**config.mk**
```make
export PLATFORM = sky130hd
export DESIGN_NAME = telegraph_rx
export DESIGN_NICKNAME = d
export VERILOG_FILES = /design/src/rtl/telegraph_pkg.sv /design/src/rtl/telegraph_shift.sv /design/src/rtl/telegraph_rx.sv
export SDC_FILE = /design/constraint.sdc
export NUM_CORES = 1
export LEC_CHECK = 0
export CAP_MARGIN = 10
export CORE_MARGIN = 3
export CORE_UTILIZATION = 46
export DETAILED_ROUTE_END_ITERATION = 10
export PLACE_DENSITY = 0.73
export REMOVE_ABC_BUFFERS = 1
export SETUP_SLACK_MARGIN = 0.4
export SLEW_MARGIN = 15
export SYNTH_ARGS = -nofsm -noshare
export SYNTH_HDL_FRONTEND = slang
export SYNTH_HIERARCHICAL = 1
export SYNTH_SLANG_ARGS = --single-unit
```
**constraint.sdc**
```tcl
create_clock -name Clk -period 1.6 [get_ports Clk]
set_clock_uncertainty 0.15 [all_clocks]
set_input_delay 0.32 -clock Clk [delete_from_list [all_inputs] [get_ports Clk]]
set_output_delay 0.32 -clock Clk [all_outputs]
set_load 0.02 [all_outputs]
```
**src/rtl/telegraph_pkg.sv**
```systemverilog
// Shared types and constants for the telegraph receiver.
// Optional parity stage is enabled by defining TELEGRAPH_PARITY_EN.
package telegraph_pkg;

  typedef enum logic [1:0] {
    S_IDLE   = 2'd0,
    S_DATA   = 2'd1,
    S_PARITY = 2'd2,
    S_STOP   = 2'd3
  } state_e;

  localparam int   DATA_W_DEF = 8;
  localparam logic START_BIT  = 1'b1;
  localparam logic STOP_BIT   = 1'b0;

endpackage

```
**src/rtl/telegraph_shift.sv**
```systemverilog
// LSB-first payload shift register with bit counter.
// last_o flags that the next shift completes the payload.
module telegraph_shift #(
  parameter int DATA_W = 8
) (
  input  logic              clk,
  input  logic              rst_n,
  input  logic              clr_i,
  input  logic              shift_i,
  input  logic              bit_i,
  output logic [DATA_W-1:0] data_o,
  output logic              last_o
);

  localparam int CW = $clog2(DATA_W);

  logic [DATA_W-1:0] sr_q;
  logic [CW-1:0]     cnt_q;

  assign last_o = (cnt_q == CW'(DATA_W - 1));
  assign data_o = sr_q;

  // Clear on start bit; shift in from the top so bit 0 lands at the LSB.
  always_ff @(posedge clk or negedge rst_n) begin
    if (!rst_n) begin
      sr_q  <= '0;
      cnt_q <= '0;
    end else if (clr_i) begin
      sr_q  <= '0;
      cnt_q <= '0;
    end else if (shift_i) begin
      sr_q  <= {bit_i, sr_q[DATA_W-1:1]};
      cnt_q <= last_o ? '0 : cnt_q + 1'b1;
    end
  end

endmodule

```
**src/rtl/telegraph_rx.sv**
```systemverilog
// Telegraph frame receiver: start(1), payload LSB-first, opt parity, stop(0).
// Parity stage present only when TELEGRAPH_PARITY_EN is defined.
module telegraph_rx
  import telegraph_pkg::*;
#(
  parameter int DATA_W     = DATA_W_DEF,
  parameter bit PARITY_ODD = 1'b0
) (
  input  logic              Clk,
  input  logic              Rst,
  input  logic              ClkEn,
  input  logic              DataIn,
  output logic [DATA_W-1:0] Data,
  output logic              Valid,
  input  logic              Ready,
  output logic              ParityErr,
  output logic              FrameErr,
  output logic              Overrun,
  output logic              Busy
);

  state_e            state_q, state_d;
  logic              clr, shift, done, ferr;
  logic              last;
  logic [DATA_W-1:0] sh_data;
  logic [DATA_W-1:0] data_q;
  logic              valid_q, perr_q, ferr_q, ovr_q;
  logic              perr_d;

  telegraph_shift #(.DATA_W(DATA_W)) u_shift (
    .clk     (Clk),
    .rst_n   (Rst),
    .clr_i   (clr),
    .shift_i (shift),
    .bit_i   (DataIn),
    .data_o  (sh_data),
    .last_o  (last)
  );

  // Next-state and strobe decode; nothing moves without ClkEn.
  always_comb begin
    state_d = state_q;
    clr     = 1'b0;
    shift   = 1'b0;
    done    = 1'b0;
    ferr    = 1'b0;
    if (ClkEn) begin
      unique case (state_q)
        S_IDLE: begin
          if (DataIn == START_BIT) begin
            state_d = S_DATA;
            clr     = 1'b1;
          end
        end
        S_DATA: begin
          shift = 1'b1;
          if (last) begin
`ifdef TELEGRAPH_PARITY_EN
            state_d = S_PARITY;
`else
            state_d = S_STOP;
`endif
          end
        end
        S_PARITY: state_d = S_STOP;
        S_STOP: begin
          state_d = S_IDLE;
          if (DataIn == STOP_BIT) done = 1'b1;
          else                    ferr = 1'b1;
        end
        default: state_d = S_IDLE;
      endcase
    end
  end

`ifdef TELEGRAPH_PARITY_EN
  logic par_q;

  // Capture the received parity bit.
  always_ff @(posedge Clk or negedge Rst) begin
    if (!Rst)
      par_q <= 1'b0;
    else if (ClkEn && state_q == S_PARITY)
      par_q <= DataIn;
  end

  assign perr_d = ((^sh_data) ^ par_q) != PARITY_ODD;
`else
  assign perr_d = 1'b0;
`endif

  // FSM state register.
  always_ff @(posedge Clk or negedge Rst) begin
    if (!Rst) state_q <= S_IDLE;
    else      state_q <= state_d;
  end

  // Output holding register with valid/ready and overrun handling.
  always_ff @(posedge Clk or negedge Rst) begin
    if (!Rst) begin
      data_q  <= '0;
      valid_q <= 1'b0;
      perr_q  <= 1'b0;
      ferr_q  <= 1'b0;
      ovr_q   <= 1'b0;
    end else begin
      ferr_q <= ferr;
      ovr_q  <= done && valid_q && !Ready;
      if (done && (!valid_q || Ready)) begin
        data_q  <= sh_data;
        perr_q  <= perr_d;
        valid_q <= 1'b1;
      end else if (valid_q && Ready) begin
        valid_q <= 1'b0;
      end
    end
  end

  assign Data      = data_q;
  assign Valid     = valid_q;
  assign ParityErr = perr_q;
  assign FrameErr  = ferr_q;
  assign Overrun   = ovr_q;
  assign Busy      = (state_q != S_IDLE);

endmodule

```
After elaboration in Yosys (flattened, before gate mapping)
Index checks and enable logic that the tools add are counted.
{"block": "word_totals", "reg_bits": 24, "wordCells": 46, "inputBits": 5, "out_inout_bits": 13}
{"block": "op_classes", "add_sub_neg": 1, "n_eq_ne": 6, "n_mux": 20, "n_reduce_logical": 12}
{"op": "$mux 8", "n": 2}
{"op": "$mux 1", "n": 12}
{"op": "$mux 3", "n": 3}
{"op": "$pmux 2 s4", "n": 1}
{"op": "$reduce_bool 2->1", "n": 3}
{"op": "$eq 2x2->1 const B", "n": 2}
{"op": "$logic_and 1x1->1", "n": 4}
{"op": "$mux 2", "n": 2}
{"op": "$add 3x1->3 const B", "n": 1}
{"op": "$eq 3x3->1 const B", "n": 1}
{"op": "$reduce_and 3->1", "n": 1}
{"op": "$eq 2x1->1 const B", "n": 1}
{"op": "$logic_not 1->1", "n": 2}
{"op": "$logic_not 2->1", "n": 1}
{"op": "$ne 2x1->1 const B", "n": 1}
{"op": "$ne 2x2->1 const B", "n": 1}
{"op": "$logic_or 1x1->1", "n": 1}

Logic depth before layout (Yosys ltp)
Gate-level depths: netlist of the first run.
{"block": "logic_depth", "word_depth": 5, "depth_mapped": 6, "ltp_nobuf": 5}

Cells and area by module
Netlist of the first run, hierarchy kept.
{"mod": "telegraph_rx", "cells_per_inst": 42, "instances": 1, "seq_area_each_um2": 325.3, "area_per_inst_um2": 636.9}
{"mod": "telegraph_shift", "cells_per_inst": 38, "instances": 1, "seq_area_each_um2": 275.3, "area_per_inst_um2": 469.2}

Least setup slack after synthesis of the first run
No wires, ideal clock.
{"block": "synth_timing", "path_type": "reg-to-reg", "start": "register u_shift.cnt_q[0]", "end": "register state_q[1]", "setup_time_ns": 0.125, "synth_period_minus_slack_ns": 1.607, "path_stages_with_launch": 5, "n_path_buf": 0, "required_ns": 1.325, "arrival_time_ns": 1.333, "slack_ns": -0.007, "cell_sequence": "dfrtp_1 -> ha_1 -> ha_1 -> o221ai_1 -> mux2_2"}
{"block": "synth_between", "elab_chain_cells": 3}
{"item": "start, declared", "line_no": "telegraph_shift.sv:18", "source": "logic [CW-1:0] cnt_q;"}
{"item": "start signal, assigned", "line_no": "telegraph_shift.sv:33", "source": "cnt_q <= last_o ? '0 : cnt_q + 1'b1;"}
{"item": "$eq 3x3->1", "line_no": "telegraph_shift.sv:20", "source": "assign last_o = (cnt_q == CW'(DATA_W - 1));"}
{"item": "named net last", "line_no": "telegraph_rx.sv:24", "source": "logic last;"}
{"item": "$ne 2x1->1 (no line)"}
{"item": "$reduce_and 3->1 (no line)"}
{"item": "end signal, assigned", "line_no": "telegraph_rx.sv:95", "source": "else state_q <= state_d;"}
{"item": "end, declared", "line_no": "telegraph_rx.sv:22", "source": "state_e state_q, state_d;"}
The timed path passes the listed nets, and every way through them passes these cells.
A chain may end at the register's enable or synchronous reset.

Final worst setup path of the first run
{"block": "layout_timing", "start": "register state_q[1]", "end": "output port Busy"}
{"block": "layout_between", "elab_chain_cells": 1}
{"item": "$reduce_bool 2->1", "line_no": "telegraph_rx.sv:124", "source": "assign Busy = (state_q != S_IDLE);"}
{"item": "end, declared", "line_no": "telegraph_rx.sv:19", "source": "output logic Busy"}
No other way between the ends.

==> results of run 1 <==
==> routing by layer <==
metal / track usage / vias to the layer above
met5: 0 / -
met4: 0.0607 / 0
met3: 0.0536 / 4
met2: 0.242 / 21
met1: 0.202 / 372
li1: - / 347
==> layout by cell type, fill, tap and decap left out, drive strengths merged <==
master,count
and2,1
dfrtp,24
nor2,11
nand3b,1
inv,4
nand2,1
and3,2
clkbuf,3
a21oi,1
o221ai,1
buf,36
nor2b,1
or3b,1
conb,1
ha,5
bufinv,1
nand2b,2
mux2,9
mux2i,11
clkdlybuf4s50,4
==> how the worst max path moves through the flow <==
| stage | from | endpoint |
|---|---|---|
| detailed placement | ClkEn | Data[2] |
| finish | state_q[1] | Busy |
| global placement | ClkEn | Data[3] |
| floorplan | u_shift/cnt_q[0] | state_q[1] |
| global route | state_q[1] | Busy |
| CTS | state_q[0] | Data[2] |
==> where the power goes <==
group	total, mW	leakage [nW]	switching [mW]	internal (mW)
Clock	0.438	0.0279	0.185	0.253
Combinational	1.70	0.475	0.682	1.01
Sequential	1.09	0.303	0.225	0.861
==> cell families (layout without fill, tap and decap cells) <==
group           Yosys count  after routing  share of synthesized area
fa+ha+maj                 5              5                     0.0566
compound gates            2              2                     0.0124
other cells               1              1                    0.00339
mux                      20             20                      0.218
buf+inv                   8             48                     0.0486
simple gates             20             20                      0.118
flops                    24             24                      0.543
==> critical path, delay by kind of cell, from the launching register on <==
family     cells  cell delay [ps]
fa+ha+maj      1              160
buf+inv        3              260
flops          1              420
==> flip-flops by register name, indices dropped and copies added (netlist names) <==
register        count
u_shift/data_o      8
Data                8
Overrun             1
Valid               1
state_q             2
FrameErr            1
u_shift/cnt_q       3
==> area by class of cell <==
type / instances / area, um^2
flip-flops and latches: 24 / 601
fillers: 137 / 598
multi-input cells: 48 / 548
clock buffers: 3 / 22.5
repair buffers: 40 / 403
well taps: 28 / 35.0
clock inverters: 1 / 30.0
inverters: 4 / 17.5
==> timing repair <==
item	4_1_cts	5_1_grt
pin swaps	5	2
endpoints found under the setup margin	36	36
buffers inserted	7	3
gates resized for setup	95	5
==> flow_summary.json, run 1 <==
{
  "path_max_fanout": 2,
  "cts_tree": "built",
  "crit_required_ps": 1130,
  "clock_latency_ps": 320,
  "worstReg2RegEnd": "u_shift/cnt_q[0]",
  "cts_root_buffer": "clkbuf_4",
  "num_vias": 744,
  "routabilityCongestion": 0.690,
  "fp-row-count": 17,
  "dpl-instance-area_um2": 1390,
  "diodes": 0,
  "route.met2.wl_um": 1160,
  "period_needed_ps": 1620,
  "coreArea_um2": 2250,
  "layout_setup_ws_ps": -24.0,
  "grt_pass1_wl_um": 3330,
  "synth-seq-cells": 24,
  "yosysMostFrequentCell": "dfrtp_1",
  "clockBufferDepth": 2,
  "avgRoutedWirePerCell_um": 15.0,
  "grt_antenna_before_repair": 0,
  "arrival_ps": 1150,
  "syn_inst": 80,
  "dp_cells": 134,
  "r2r_setup_slack_ps": -10,
  "drive_gt1_frac": 0.567,
  "design_area_um2": 1660,
  "drtIter0Drc": 10,
  "drc": 0,
  "grt_use_total": 0.157,
  "die_w_um": 55.0,
  "dr.pass1.iters": 4,
  "path_class": "flop to output pin",
  "power_density_nw_per_um2": 1940,
  "ys.warnings.count": 6,
  "synth_area_leader_cell": "dfrtp_1",
  "violations": "negative setup slack",
  "timing.fmax_mhz": 616,
  "r2r_start": "state_q[1]",
  "cts_hold_buf": 0,
  "outcome": "finished, violations left",
  "tns_ps": -52.6,
  "fin_nets": 131,
  "async_flop_share": 1.00,
  "ys.flop_type": "dfrtp_1",
  "synth_edf_count": 0,
  "hp-class": "input port to async pin",
  "post-route-period-util": 1.01,
  "wl_met1_um": 936,
  "ir_drop_uv": 1080,
  "rr_worst_depth": 6,
  "synthTopCellsByCount": "24 x dfrtp_1, 11 x mux2i_1, 11 x nor2_1, 8 x mux2_4, 5 x ha_1",
  "post-dp-hpwl_um": 1300,
  "cts_buffers": 3,
  "hold_viol": 0,
  "critPathCaptureType": "output pin",
  "whs_ps": 183,
  "maxCapViolations": 0,
  "start_kind": "flop",
  "area_growth_pct": 49.8,
  "p_leak_nw": 0.806,
  "io_buffers": 16,
  "rsz0062_at_grt": "yes",
  "path_cells": "inv_2 > ha_4 > inv_4 > buf_6",
  "synth_top_cell_area_share": 0.543,
  "h-tree-depth": 1,
  "io_pins": 18,
  "die_area_um2": 3030,
  "grt_max_degree": 25,
  "grt_pass1_vias": 739,
  "dr_wl_met3_um": 114,
  "clk_pin_slew_ps": 140,
  "cp_slowest_cell": "dfrtp_1",
  "initial_core_util": 0.491,
  "synth_area_um2": 1110,
  "place_ws_ps": -246,
  "setup_violations": 3,
  "cts.sinks": 24,
  "totalWireLength_um": 2220,
  "slew_violations": 0,
  "routed_via_density": 5.03,
  "fp.dieH_um": 55.0,
  "synth.distinct_cells": 21,
  "yosysSeqAreaShare": 0.543,
  "utilization": 0.735,
  "critPathMaxStageDelay_ps": 420,
  "grt_remaining_overflow": 0,
  "antenna_left": 0,
  "syn_avg_cell_area_um2": 13.8,
  "fin_cells": 148,
  "yosys-top-cells-area": "dfrtp_1 54%, mux2_4 11%, mux2i_1 10%",
  "highest_layer": "met4",
  "power_mw": 3.22
}
Power figures use the tool's default switching activity.
==> run 2, diff against run 1 <==
--- a/config.mk
+++ b/config.mk
@@ -7,9 +7,9 @@
 export LEC_CHECK = 0
 export CAP_MARGIN = 10
 export CORE_MARGIN = 3
-export CORE_UTILIZATION = 46
+export CORE_UTILIZATION = 55
 export DETAILED_ROUTE_END_ITERATION = 10
-export PLACE_DENSITY = 0.73
+export PLACE_DENSITY = 0.82
 export REMOVE_ABC_BUFFERS = 1
 export SETUP_SLACK_MARGIN = 0.4
 export SLEW_MARGIN = 15
==> constraint.sdc (replaced) <==
create_clock -name Clk -period 1.9 [get_ports Clk]
set_clock_uncertainty 0.15 [all_clocks]
set_input_delay 0.38 -clock Clk [delete_from_list [all_inputs] [get_ports Clk]]
set_output_delay 0.38 -clock Clk [all_outputs]
set_load 0.1 [all_outputs]
==> flow_summary.json, run 2 (synthesized netlist as in run 1, its figures left out) <==
{
  "n_fill_cell": 60,
  "clock_latency_ps": 320,
  "arrival_ps": 1200,
  "cts_root_buffer": "clkbuf_4",
  "cts_tree": "built",
  "initial_core_util": 0.608,
  "drtIter0Drc": 13,
  "hp-class": "input port to async pin",
  "design_area_um2": 1640,
  "h-tree-depth": 1,
  "post-route-period-util": 0.913,
  "cts_buffers": 3,
  "final_cell_mix": "23 x dfrtp_1, 13 x buf_12, 11 x nor2_1",
  "start_kind": "flop",
  "totalWireLength_um": 3000,
  "cts_hold_buf": 0,
  "r2r_start": "state_q[1]",
  "cp_slowest_cell": "dfrtp_1",
  "crit_start": "state_q[1]",
  "grt_pass1_wl_um": 3960,
  "setup_violations": 0,
  "die_w_um": 50.8,
  "crit_family": "flip-flops",
  "critPathBufInv": 3,
  "grt_pass1_vias": 775,
  "layout_commonest_cell": "dfrtp_1",
  "fin_nets": 119,
  "slew_violations": 0,
  "whs_ps": 241,
  "outcome": "finished, final reports clean",
  "hold_viol": 0,
  "grt_antenna_before_repair": 0,
  "clk_pin_slew_ps": 140,
  "drive_gt1_frac": 0.546,
  "fp.dieH_um": 50.8,
  "crit_required_ps": 1370,
  "utilization": 0.902,
  "antenna_left": 0,
  "dr.pass1.iters": 4,
  "timing.fmax_mhz": 577,
  "path_max_fanout": 2,
  "coreArea_um2": 1820,
  "critPathMaxStageDelay_ps": 420,
  "cts.sinks": 24,
  "diodes": 0,
  "rsz0062_at_grt": "yes",
  "avgRoutedWirePerCell_um": 22.5,
  "grt_max_degree": 25,
  "routed_via_density": 5.66,
  "io_buffers": 16,
  "area_growth_pct": 48.5,
  "maxCapViolations": 0,
  "period_needed_ps": 1730,
  "clockBufferDepth": 2,
  "die_area_um2": 2590,
  "io_pins": 18,
  "num_vias": 753,
  "post-dp-hpwl_um": 1430,
  "dpl-instance-area_um2": 1440,
  "critPathCaptureType": "output pin",
  "fp-row-count": 15,
  "tns_ps": 0,
  "drc": 0,
  "path_cells": "inv_2 > ha_4 > inv_4 > buf_12",
  "routabilityCongestion": 0.738,
  "grt_remaining_overflow": 0,
  "grt_use_total": 0.219,
  "path_class": "flop to output pin"
}
run 2: cell types whose count changed in the layout (fill, tap and decap cells not counted), sizes merged:
cell,before,now
buf,36,24
clkdlybuf4s50,4,3
dlygate4sd2,0,1
run 2: cell type report:
type,count,area [um^2],area share
Timing Repair Buffer,28,393,0.239
Sequential cell,24,602,0.366
Inverter,4,17.5,0.0107
Multi-Input combinational cell,48,547,0.333
Tap cell,25,31.3,0.0190
Clock buffer,3,22.5,0.0137
Clock inverter,1,30.0,0.0183
run 2: stage by stage:
| stage | std cells | worst slack [ps] |
|---|---|---|
| finish | 133 | 165 |
| global route | 133 | 135 |
| CTS | 132 | 213 |
| detailed placement | 123 | 3.01 |
| global placement | 123 | 16.8 |
| floorplan | 76 | -177 |
run 2: repair_timing:
item	4_1_cts	5_1_grt
endpoints found under the hold margin	0	0
cloned	0	0
pin swaps	4	3
gates resized for setup	19	9
buffers inserted	5	1
setup endpoints to repair	18	31
run 2: layer usage:
| metal | track usage | vias to the layer above | routed length (um) |
|---|---|---|---|
| met5 | 0 | - | 0 |
| met4 | 0.130 | 0 | 85 |
| met3 | 0.0379 | 12 | 126 |
| met2 | 0.378 | 33 | 1550 |
| met1 | 0.255 | 386 | 1240 |
| li1 | - | 322 | - |
run 2: final timing paths:
check | depth (start not counted) | slack [ps] | end
max | 4 | 170 | Busy
min | 2 | 240 | u_shift/data_o[2]
max reg2reg | 6 | 200 | Data[7]
min reg2reg | 2 | 450 | u_shift/cnt_q[1]
max in group asynchronous | 2 | 1100 | Valid
min in group Clk | 2 | 450 | u_shift/cnt_q[1]
Power of run 2 is not shown: default switching activity piles up to over one toggle a cycle in this logic, so the estimate is an artifact.
